**config.mk**
```make
export PLATFORM = sky130hd
export DESIGN_NAME = csr_regfile
export DESIGN_NICKNAME = d
export VERILOG_FILES = /design/src/rtl/csr_regfile.sv
export SDC_FILE = /design/constraint.sdc
export NUM_CORES = 1
export LEC_CHECK = 0
export CORE_ASPECT_RATIO = 1.4
export CORE_UTILIZATION = 48
export DETAILED_ROUTE_END_ITERATION = 8
export PLACE_DENSITY_LB_ADDON = 0.12
export SYNTH_ARGS = -nofsm -noshare
export SYNTH_HDL_FRONTEND = slang
export SYNTH_SLANG_ARGS = --single-unit
```
**constraint.sdc**
```tcl
create_clock -name clk -period 4.5 [get_ports clk]
set_input_delay 1.125 -clock clk [delete_from_list [all_inputs] [get_ports clk]]
set_output_delay 1.125 -clock clk [all_outputs]
set_load 0.02 [all_outputs]
```
**src/rtl/csr_regfile.sv**
```systemverilog
// CSR register file: architectural control/status registers, exception and
// ertn state updates, countdown timer, stable counter and interrupt request.
module csr_regfile #(
  parameter logic [31:0] TID_INIT = 32'h0
) (
  input  logic        clk,
  input  logic        resetn,
  input  logic        csr_re,
  input  logic [13:0] csr_num,
  output logic [31:0] csr_rvalue,
  input  logic        csr_we,
  input  logic [31:0] csr_wmask,
  input  logic [31:0] csr_wvalue,
  input  logic        wb_ex,
  input  logic [5:0]  wb_ecode,
  input  logic [8:0]  wb_esubcode,
  input  logic [31:0] wb_ex_pc,
  input  logic [31:0] wb_vaddr,
  input  logic        ertn_flush,
  input  logic [7:0]  hw_int_in,
  input  logic        ipi_int_in,
  output logic        has_int,
  output logic [63:0] stable_cnt
);

  localparam logic [13:0] A_CRMD   = 14'h0;
  localparam logic [13:0] A_PRMD   = 14'h1;
  localparam logic [13:0] A_ECFG   = 14'h4;
  localparam logic [13:0] A_ESTAT  = 14'h5;
  localparam logic [13:0] A_ERA    = 14'h6;
  localparam logic [13:0] A_BADV   = 14'h7;
  localparam logic [13:0] A_EENTRY = 14'hC;
  localparam logic [13:0] A_SAVE0  = 14'h30;
  localparam logic [13:0] A_SAVE1  = 14'h31;
  localparam logic [13:0] A_SAVE2  = 14'h32;
  localparam logic [13:0] A_SAVE3  = 14'h33;
  localparam logic [13:0] A_TID    = 14'h40;
  localparam logic [13:0] A_TCFG   = 14'h41;
  localparam logic [13:0] A_TVAL   = 14'h42;
  localparam logic [13:0] A_TICLR  = 14'h44;

  // Software-writable bits of each register
  localparam logic [31:0] M_CRMD   = 32'h0000_01FF;
  localparam logic [31:0] M_PRMD   = 32'h0000_0007;
  localparam logic [31:0] M_ECFG   = 32'h0000_1BFF;
  localparam logic [31:0] M_ESTAT  = 32'h0000_0003;
  localparam logic [31:0] M_EENTRY = 32'hFFFF_FFC0;

  logic [31:0]       crmd_q, crmd_d, prmd_q, prmd_d, ecfg_q, ecfg_d;
  logic [31:0]       estat_q, estat_d, era_q, era_d, badv_q, badv_d;
  logic [31:0]       eentry_q, eentry_d, tid_q, tid_d, tcfg_q, tcfg_d;
  logic [31:0]       tval_q, tval_d;
  logic [3:0][31:0]  save_q, save_d;
  logic [63:0]       stable_q;
  logic              wr_en, tcfg_wr, ticlr_hit, timer_fire;

  function automatic logic [31:0] upd(input logic [31:0] old, input logic [31:0] wm,
                                      input logic [31:0] wv, input logic [31:0] fm);
    logic [31:0] m;
    m = wm & fm;
    return (old & ~m) | (wv & m);
  endfunction

  // A write in the same cycle as an exception is dropped entirely
  assign wr_en     = csr_we & ~wb_ex;
  assign tcfg_wr   = wr_en && (csr_num == A_TCFG);
  assign ticlr_hit = wr_en && (csr_num == A_TICLR) && csr_wmask[0] && csr_wvalue[0];

  // Next-state: software write, then ertn, then exception override it
  always_comb begin
    crmd_d = crmd_q; prmd_d = prmd_q; ecfg_d = ecfg_q; estat_d = estat_q;
    era_d = era_q; badv_d = badv_q; eentry_d = eentry_q; tid_d = tid_q;
    tcfg_d = tcfg_q; tval_d = tval_q; save_d = save_q;
    timer_fire = 1'b0;
    if (wr_en) begin
      case (csr_num)
        A_CRMD:   crmd_d   = upd(crmd_q,   csr_wmask, csr_wvalue, M_CRMD);
        A_PRMD:   prmd_d   = upd(prmd_q,   csr_wmask, csr_wvalue, M_PRMD);
        A_ECFG:   ecfg_d   = upd(ecfg_q,   csr_wmask, csr_wvalue, M_ECFG);
        A_ESTAT:  estat_d  = upd(estat_q,  csr_wmask, csr_wvalue, M_ESTAT);
        A_ERA:    era_d    = upd(era_q,    csr_wmask, csr_wvalue, '1);
        A_BADV:   badv_d   = upd(badv_q,   csr_wmask, csr_wvalue, '1);
        A_EENTRY: eentry_d = upd(eentry_q, csr_wmask, csr_wvalue, M_EENTRY);
        A_SAVE0, A_SAVE1, A_SAVE2, A_SAVE3:
          save_d[csr_num[1:0]] = upd(save_q[csr_num[1:0]], csr_wmask, csr_wvalue, '1);
        A_TID:    tid_d    = upd(tid_q,    csr_wmask, csr_wvalue, '1);
        A_TCFG:   tcfg_d   = upd(tcfg_q,   csr_wmask, csr_wvalue, '1);
        default: ;
      endcase
    end
    if (ertn_flush) crmd_d[2:0] = prmd_q[2:0];
    if (wb_ex) begin
      prmd_d[2:0]    = crmd_q[2:0];
      crmd_d[2:0]    = 3'b000;
      estat_d[21:16] = wb_ecode;
      estat_d[30:22] = wb_esubcode;
      era_d          = wb_ex_pc;
      if (wb_ecode == 6'h8)      badv_d = wb_ex_pc;
      else if (wb_ecode == 6'h9) badv_d = wb_vaddr;
    end
    // Timer: a TCFG write owns the counter that cycle (load or freeze)
    if (tcfg_wr) begin
      if (tcfg_d[0]) tval_d = {tcfg_d[31:2], 2'b00};
    end else if (tcfg_q[0]) begin
      if (tval_q == 32'h0) begin
        timer_fire = 1'b1;
        tval_d     = tcfg_q[1] ? {tcfg_q[31:2], 2'b00} : 32'hFFFF_FFFF;
      end else if (tval_q != 32'hFFFF_FFFF) begin
        tval_d = tval_q - 32'h1;
      end
    end
    if (ticlr_hit)  estat_d[11] = 1'b0;
    if (timer_fire) estat_d[11] = 1'b1;
    estat_d[9:2] = hw_int_in;
    estat_d[12]  = ipi_int_in;
  end

  // State registers
  always_ff @(posedge clk or negedge resetn) begin
    if (!resetn) begin
      crmd_q <= 32'h8; prmd_q <= '0; ecfg_q <= '0; estat_q <= '0;
      era_q <= '0; badv_q <= '0; eentry_q <= '0; save_q <= '0;
      tid_q <= TID_INIT; tcfg_q <= '0; tval_q <= 32'hFFFF_FFFF;
      stable_q <= '0;
    end else begin
      crmd_q <= crmd_d; prmd_q <= prmd_d; ecfg_q <= ecfg_d; estat_q <= estat_d;
      era_q <= era_d; badv_q <= badv_d; eentry_q <= eentry_d; save_q <= save_d;
      tid_q <= tid_d; tcfg_q <= tcfg_d; tval_q <= tval_d;
      stable_q <= stable_q + 64'h1;
    end
  end

  // Combinational read mux
  always_comb begin
    csr_rvalue = 32'h0;
    if (csr_re) begin
      case (csr_num)
        A_CRMD:   csr_rvalue = crmd_q;
        A_PRMD:   csr_rvalue = prmd_q;
        A_ECFG:   csr_rvalue = ecfg_q;
        A_ESTAT:  csr_rvalue = estat_q;
        A_ERA:    csr_rvalue = era_q;
        A_BADV:   csr_rvalue = badv_q;
        A_EENTRY: csr_rvalue = eentry_q;
        A_SAVE0, A_SAVE1, A_SAVE2, A_SAVE3:
                  csr_rvalue = save_q[csr_num[1:0]];
        A_TID:    csr_rvalue = tid_q;
        A_TCFG:   csr_rvalue = tcfg_q;
        A_TVAL:   csr_rvalue = tval_q;
        default:  csr_rvalue = 32'h0;
      endcase
    end
  end

  assign has_int    = crmd_q[2] & |(estat_q[12:0] & {ecfg_q[12:11], 1'b0, ecfg_q[9:0]});
  assign stable_cnt = stable_q;

endmodule

```
==> results of run 1 <==
[worst register-to-register path: cells and delay by family (launching register included)]
kind	cells	cell delay, ns
AND/OR/NAND/NOR	4	1.47
AO/OA/AOI/OAI	2	0.44
flip-flops	1	0.42
adder cells (fa/ha/maj)	1	0.25
buffers and inverters	1	0.12
[power breakdown]
| group | internal, µW | switching, µW |
|---|---|---|
| sequential | 3990 | 109 |
| combinational | 435 | 578 |
| clock | 2150 | 1610 |
| total | 6570 | 2300 |
[routing by layer]
layer  wire (µm)  up-vias  global-route usage  part of all wire
met5          25        -                   0           0.00029
met4        4280        4               0.163             0.050
met3        6860      236              0.0713             0.080
met2       40400      975               0.572              0.47
met1       34000    10300               0.467              0.40
li1            -     8964                   -                 -
[cell type report]
type	instances	area share
Multi-Input combinational cell	1652	0.393
Sequential cell	429	0.379
Timing Repair Buffer	416	0.147
Clock buffer	65	0.0462
Tap cell	617	0.0271
Clock inverter	15	0.00510
Inverter	26	0.00343
Antenna cell	1	0.0000879
[cells by family after synthesis]
family,synth area share
compound gates,0.156
buf+inv,0.0364
flops,0.476
mux,0.129
xor+xnor,0.0286
simple gates,0.171
fa+ha+maj,0.00221
[layout by cell type, fill, tap and decap left out, types with 28 or more instances in the layout]
| master | count |
|---|---|
| a21oi_1 | 54 |
| buf_12 | 33 |
| a211oi_1 | 34 |
| nor3_1 | 28 |
| mux2_1 | 30 |
| clkdlybuf4s50_1 | 222 |
| xnor2_1 | 44 |
| dfrtp_1 | 396 |
| nor2_1 | 179 |
| buf_4 | 116 |
| a22o_1 | 33 |
| clkbuf_16 | 49 |
| xor2_1 | 30 |
| nand2_1 | 305 |
| a222oi_1 | 49 |
| mux2i_1 | 77 |
| mux4_2 | 32 |
| nor2b_1 | 38 |
| nand4_1 | 60 |
| a31oi_1 | 65 |
| dfstp_2 | 33 |
| mux2_2 | 97 |
| nand3_1 | 52 |
| o21ai_0 | 193 |
[through the flow]
step	setup TNS [ns]	hold slack [ns]
2_1_floorplan	0	0.445
3_3_place_gp	-17.73	0.457
3_5_place_dp	-19.37	0.464
4_1_cts	-0.00325	0.476
5_1_grt	-0.0221	0.496
6_report	0	0.473
[path summary, 6_finish.rpt]
path                                           from                        to  slack [ns]  cells after the start
setup / recovery                        csr_num[11]            csr_rvalue[10]        0.04                      9
hold / removal             stable_cnt[63]$_DFF_PN0_  stable_cnt[63]$_DFF_PN0_        0.47                      1
setup reg to reg              tval_q[0]$_DFFE_PN1P_    tval_q[18]$_DFFE_PN1P_        1.71                      8
hold reg to reg            stable_cnt[63]$_DFF_PN0_  stable_cnt[63]$_DFF_PN0_        0.47                      1
max in group asynchronous                    resetn   stable_cnt[9]$_DFF_PN0_        2.91                      2
min in group asynchronous                    resetn    save_q[18]$_DFFE_PN0P_        0.49                      1
[timing repair]
action | 4_1_cts | 5_1_grt
endpoints found under the hold margin | 0 | 0
gates resized for setup | 184 | 25
pin swaps | 14 | 13
cloned | 4 | 2
setup buffers | 8 | 0
setup endpoints to repair | 32 | 28
==> results.txt, run 1 <==
Outcome: finished, final reports clean
Chip Height: 259 µm
DRC: 0
Die area: 48000 µm²
Buf/Inv on CP: 5
DR vias/cell: 6.35
CP Launch Type: input pin
Synth Instances: 2276
Vias: 20500
Crit path kind: in2out
Fill cell count: 3988
Pre-antenna DRT Iters: 6
Syn nets: 2452
Die W: 186 µm
Worst vdd rail ir drop: 0.282 mV
Fin worst setup slack: 0.0381 ns
Final worst-path cycle share: 0.992
Cells along the critical path: dlygate4sd2_1 -> or4_4 -> buf_4 -> nor4_4 -> buf_6 -> buf_12 -> a222oi_1 -> a21oi_1 -> buf_2
Core ar.: 46300 µm²
Setup WS pre-CTS: -0.699 ns
Max_slew headroom: 0.309
Largest area contributor in the netlist: dfrtp_1
Clk root buf: clkbuf_16
Synthesized area per cell: 9.95 µm²
First-pass GRT wire length: 128 mm
CP endpoint kind: primary output
Power density cells: 311 nW/µm²
Sequential cell area: 10800 µm²
Wirelength, routed: 85.6 mm
H-tree depth: 2
Initial Utilization: 0.489
Dpl cells: 3127
Final setup violating endpoints: 0
Synth cell count leaders: dfrtp_1 (396), nand2_1 (309), o21ai_0 (193), nor2_1 (180), clkbuf_1 (118)
Clk buf depth: 3
IO Pins: 269
Vias in the first global route: 20400
Mapped Area: 22600 µm²
Gr ovfl total: 0
Finished Layout Cells: 3221
TritonCTS clock tree: yes
Endpoints failing hold: 0
Total power: 8870 µW
Max incr delay on CP: 0.57 ns
Num rows: 93
Latest clock arrival within the worst-skew pair: 0.58 ns
Final slew viol count: 0
Synth Flop Type: dfrtp_1
Crit path max-delay family: buffers and inverters
Initial DRC count: 2090
Yosys warnings: 0
Final core occ: 0.615
Share of cells above drive strength 1: 0.182
DP Wirelength: 59.6 mm
Arrival time of the worst setup path: 3.34 ns
Dpl cell area: 26800 µm²
RSZ-0062 raised after global routing: yes
Synth-to-layout area growth: 25.7%
Worst min path class: reg2reg
Multi-input logic area: 11200 µm²
Synth top area share: 0.438
Top-count cell post-synth: dfrtp_1
WL/cell: 26.6 µm
Critical Path RT: 3.38 ns
Synth area leaders: dfrtp_1 (44%), nand2_1 (5.1%), mux2_2 (4.8%), o21ai_0 (4.3%), dfstp_2 (3.8%)
Actual slew at the worst max-slew pin: 1.04 ns
Nets: 2746
Crit-path max FO: 6
Final Skew: 0.0248 ns
EDFF count, synth: 0
Max_cap viols: 0
Async set-or-reset flop fraction in the synthesized netlist: 1.00
Leakage: 0.0121 µW
Distinct cells, synth: 80
Largest net degree at the start of global routing: 107
Worst-path clk slew: 0.06 ns
Tot GR Track Use: 0.358
CTS Buf Count: 45
Post-route cell area: 28500 µm²
Cell with the biggest individual delay on the critical path: or4_4
IO buf count: 268
Initial antenna violation count: 4
Synth Register Bits: 429
Sequential fraction of the synthesis area: 0.476
Fmax: 0.224 GHz
GPL Wtd Cong: 0.994
DRT antenna net count: 0
CTS sink count: 429
Tmin final: 4.46 ns
Hold_buf cts: 0
Note: power is estimated with default switching activity, not from simulation.
==> run 2, diff against run 1 <==
Settings changed: CORE_MARGIN set to 2, CORE_UTILIZATION 48 to 55.
==> run 2 against run 1 <==
Effect of this change:
- worst hold slack lost 0.0086 ns
- first-iteration DRC count up 9.9%
- count of clock-buffer cells in the layout down 6
- clock skew fell by 0.0068 ns
- sequential power about the same
- non-clock buffer count is 6 higher
- largest cell class unchanged
==> results.txt, run 2 (synthesized netlist as in run 1, its figures left out) <==
Initial DRC count: 2296
Fmax: 0.224 GHz
Final core occ: 0.702
Max_cap viols: 0
Most frequent cells in the layout: dfrtp_1 (396), nand2_1 (305), clkdlybuf4s50_1 (221), o21ai_0 (193), nor2_1 (179)
Setup tns final: 0 ns
DRC: 0
Final worst-path cycle share: 0.994
DP Wirelength: 59.7 mm
Arrival time of the worst setup path: 3.35 ns
Max incr delay on CP: 0.58 ns
Cell with the biggest individual delay on the critical path: or4_4
Final slew viol count: 0
IO buf count: 268
CP endpoint kind: primary output
Initial Utilization: 0.559
Total power: 8950 µW
Setup WS pre-CTS: -0.679 ns
DR vias/cell: 6.59
CTS sink count: 429
TritonCTS clock tree: yes
Power density cells: 315 nW/µm²
DRT antenna net count: 0
Max_slew headroom: 0.414
Outcome: finished, final reports clean
Dpl cells: 3049
Clk root buf: clkbuf_16
Commonest non-fill, non-tap cell in the layout: dfrtp_1
Final setup violating endpoints: 0
Pre-antenna DRT Iters: 6
Fin worst setup slack: 0.0266 ns
H-tree depth: 2
Worst-path clk slew: 0.06 ns
Num rows: 87
Core ar.: 40500 µm²
Vias: 20700
Fill cell count: 3127
Tmin final: 4.47 ns
Final Skew: 0.0180 ns
Tot GR Track Use: 0.398
Largest net degree at the start of global routing: 97
Share of cells above drive strength 1: 0.187
Cells along the critical path: clkdlybuf4s15_1 -> or4_4 -> nor4_4 -> buf_4 -> and2_1 -> buf_4 -> a222oi_1 -> a31oi_1 -> buf_2
Most used cell, CP: buf_4
Nets: 2751
Endpoints failing hold: 0
Worst min path class: reg2reg
Die area: 42800 µm²
GPL Wtd Cong: 1.01
R2r setup slk: 1.61 ns
Actual slew at the worst max-slew pin: 0.879 ns
Chip Height: 244 µm
IO Pins: 269
WL/cell: 27.1 µm
Clk buf depth: 3
Synth-to-layout area growth: 25.6%
Critical Path RT: 3.38 ns
Crit-path max FO: 5
Hold_buf cts: 0
Finished Layout Cells: 3146
Wirelength, routed: 85.3 mm
Gr ovfl total: 0
Crit path kind: in2out
Initial antenna violation count: 4
CP Launch Type: input pin
Latest clock arrival within the worst-skew pair: 0.58 ns
First-pass GRT wire length: 130 mm
Die W: 175 µm
Leakage: 0.0122 µW
Worst vdd rail ir drop: 0.338 mV
Vias in the first global route: 21400
CTS Buf Count: 44
[run 2: cell count changes in the layout (fill, tap and decap cells not counted), sizes merged, moves of 3 or more]
| cell | delta |
|---|---|
| clkinvlp | -3 |
| bufinv | +3 |
| buf | +5 |
| clkinv | +7 |
| clkdlybuf4s15 | -3 |
| clkbuf | -4 |
[run 2: worst paths after layout]
path	startpoint	to	cells past startpoint
max in group asynchronous	resetn	save_q[68]$_DFFE_PN0P_	2
min reg2reg	stable_cnt[63]$_DFF_PN0_	stable_cnt[63]$_DFF_PN0_	1
max reg2reg	tval_q[27]$_DFFE_PN1P_	tval_q[18]$_DFFE_PN1P_	6
max	csr_num[11]	csr_rvalue[24]	9
min	stable_cnt[63]$_DFF_PN0_	stable_cnt[63]$_DFF_PN0_	1
min in group asynchronous	resetn	async pin	1
[run 2: worst max-delay path: cells and delay by family]
family,cells,cell delay (ns)
AO/OA/AOI/OAI,2,0.34
AND/OR/NAND/NOR,3,1.11
buffers and inverters,4,0.77
[run 2: where the power goes]
part | total [µW] | switching [µW] | internal, µW
registers | 4100 | 108 | 3990
clock network | 3830 | 1620 | 2210
logic | 1020 | 584 | 439
total | 8950 | 2310 | 6630
[run 2: cell type report]
cell class | count | area (µm²) | share of cell area
Antenna cell | 2 | 5.00 | 0.000176
Clock buffer | 59 | 1220 | 0.0428
Clock inverter | 22 | 282 | 0.00990
Inverter | 26 | 97.6 | 0.00343
Multi-Input combinational cell | 1652 | 11200 | 0.393
Sequential cell | 429 | 10800 | 0.379
Tap cell | 534 | 668 | 0.0235
Timing Repair Buffer | 422 | 4200 | 0.148
[run 2: per-layer routing]
layer	up-vias	global-route usage	part of all wire
li1	8983	-	-
met1	10300	0.514	0.38
met2	1178	0.635	0.47
met3	261	0.0961	0.10
met4	4	0.185	0.050
met5	-	0	0.00033
[run 2: repair_timing]
| action | in CTS | in global routing |
|---|---|---|
| pin swaps | 8 | 13 |
| setup buffers | 5 | 3 |
| gates resized for setup | 174 | 33 |
| cloned | 5 | 1 |
| endpoints found under the setup margin | 32 | 30 |
[run 2: through the flow]
step                area [µm²]  hold WS [ns]
finish                   28400         0.464
global route             28400         0.499
CTS                      28400         0.470
detailed placement       26700         0.457
global placement         26700         0.455
floorplan                22600         0.445
==> run 3, diff against run 2 <==
Settings changed: MAX_ROUTING_LAYER set to met4, SLEW_MARGIN set to 25.
==> run 3 against run 2 <==
Effect of this change:
- worst hold slack improved by 0.0016 ns
- combinational power is essentially flat
- clock power is 5% lower
- critical path depth stayed put
- count of clock-buffer cells in the layout is 5 higher
- via count down 0.16%
- total power decreased by 2.1%
- global-route usage is 0.51 points higher
- largest cell class unchanged
- largest power group unchanged
- sequential power barely moved
- utilization down 0.34 points
- die area unchanged
- sequential cell count unchanged
==> results.txt, run 3 (synthesized netlist as in run 1, its figures left out) <==
Clk root buf: clkbuf_16
Commonest non-fill, non-tap cell in the layout: dfrtp_1
Chip Height: 244 µm
Dpl cells: 3049
DR vias/cell: 6.59
Crit path kind: in2out
Num rows: 87
Critical Path RT: 3.38 ns
Final worst-path cycle share: 0.996
Worst-path clk slew: 0.06 ns
Synth-to-layout area growth: 25.0%
Final core occ: 0.699
Die W: 175 µm
Worst min path class: reg2reg
Gr ovfl total: 0
Leakage: 0.0121 µW
R2r setup slk: 1.61 ns
Vias in the first global route: 21000
Power density cells: 310 nW/µm²
Fmax: 0.223 GHz
Tot GR Track Use: 0.403
Pre-antenna DRT Iters: 9
Vias: 20700
First-pass GRT wire length: 128 mm
DP Wirelength: 59.2 mm
Die area: 42800 µm²
Final setup violating endpoints: 0
Total power: 8760 µW
Worst vdd rail ir drop: 0.341 mV
Tmin final: 4.48 ns
Met3 wire length: 7.55 mm
Hold Crit Depth: 1
Routed wl met2: 39.5 mm
FF-to-FF path depth: 6
DRC: 0
WL/cell: 26.9 µm
IO buf count: 268
DRT antenna net count: 0
Nets: 2745
CP endpoint kind: primary output
Dpl cell area: 26700 µm²
Fin worst setup slack: 0.0162 ns
Final slew viol count: 0
RSZ-0062 raised after global routing: yes
Core ar.: 40500 µm²
R2R Path End: tval_q[23]$_DFFE_PN1P_
TritonCTS clock tree: yes
Final Skew: 0.0220 ns
Latest clock arrival within the worst-skew pair: 0.58 ns
CP Launch Type: input pin
Finished Layout Cells: 3141
Top Layer Used: met4
Actual slew at the worst max-slew pin: 0.911 ns
H-tree depth: 2
GPL Wtd Cong: 1.02
Outcome: finished, final reports clean
Crit-path max FO: 6
Initial antenna violation count: 3
Max_cap viols: 0
Critical R2R Launch: tval_q[22]$_DFFE_PN1P_
Setup WS pre-CTS: -0.687 ns
Hold path start: stable_cnt[63]$_DFF_PN0_
CTS sink count: 429
M1 WL: 33.6 mm
Share of cells above drive strength 1: 0.183
Max_slew headroom: 0.393
Worst Hold Path EP: stable_cnt[63]$_DFF_PN0_
Initial Utilization: 0.559
Wirelength, routed: 84.6 mm
Most frequent cells in the layout: dfrtp_1 (396), nand2_1 (306), clkdlybuf4s50_1 (221), o21ai_0 (193), nor2_1 (179)
Post-route cell area: 28300 µm²
IO Pins: 269
Clk buf depth: 3
Endpoints failing hold: 0
CTS Buf Count: 43
Arrival time of the worst setup path: 3.36 ns
Initial DRC count: 2380
Largest net degree at the start of global routing: 87
[run 3: critical path, stage by stage]
cell	delay, ns
dlygate4sd2_1	0.28
or4b_4	0.57
buf_4	0.17
nor4_4	0.25
buf_6	0.18
buf_12	0.16
a222oi_1	0.14
a21oi_1	0.26
buf_2	0.22
[run 3: worst max path at each step]
stage,end,slack [ns],start,depth (start not counted)
finish,csr_rvalue[10],0.02,csr_num[5],9
global route,csr_rvalue[12],-0.01,csr_num[6],10
CTS,csr_rvalue[26],0.02,csr_num[5],9
detailed placement,csr_rvalue[3],-0.69,csr_num[9],10
global placement,csr_rvalue[3],-0.72,csr_num[9],10
floorplan,csr_rvalue[0],0.24,csr_num[0],7
[run 3: per-layer routing]
metal  vias to the layer above  global-route usage
met5                         -                   -
met4                         0               0.159
met3                       261              0.0728
met2                      1192               0.629
met1                     10300               0.526
li1                       8964                   -
[run 3: area by class of cell]
| type | count | area (µm²) |
|---|---|---|
| diodes | 4 | 10.0 |
| fillers | 3126 | 12200 |
| well taps | 534 | 668 |
| flip-flops and latches | 429 | 10800 |
| repair buffers | 417 | 4140 |
| inverters | 26 | 97.6 |
| clock inverters | 15 | 150 |
| multi-input cells | 1652 | 11200 |
| clock buffers | 64 | 1260 |
[run 3: per-stage QoR]
step                      TNS [ns]  hold slack (ns)
after floorplan                  0            0.445
after global routing       -0.0221            0.484
after global placement      -17.46            0.456
after CTS                        0            0.468
final                            0            0.466
after detailed placement    -18.17            0.456
[run 3: where the power goes]
| part | internal, µW | switching [µW] | leakage, µW |
|---|---|---|---|
| combinational | 437 | 585 | 0.00572 |
| sequential | 3990 | 109 | 0.00567 |
| clock | 2030 | 1620 | 0.000695 |
| total | 6450 | 2310 | 0.0121 |
[run 3: repair_timing]
item	in CTS	in global routing
hold buffers	0	0
pin swaps	16	11
setup buffers	4	1
gates resized for setup	188	13
endpoints found under the setup margin	32	29
cloned	2	2
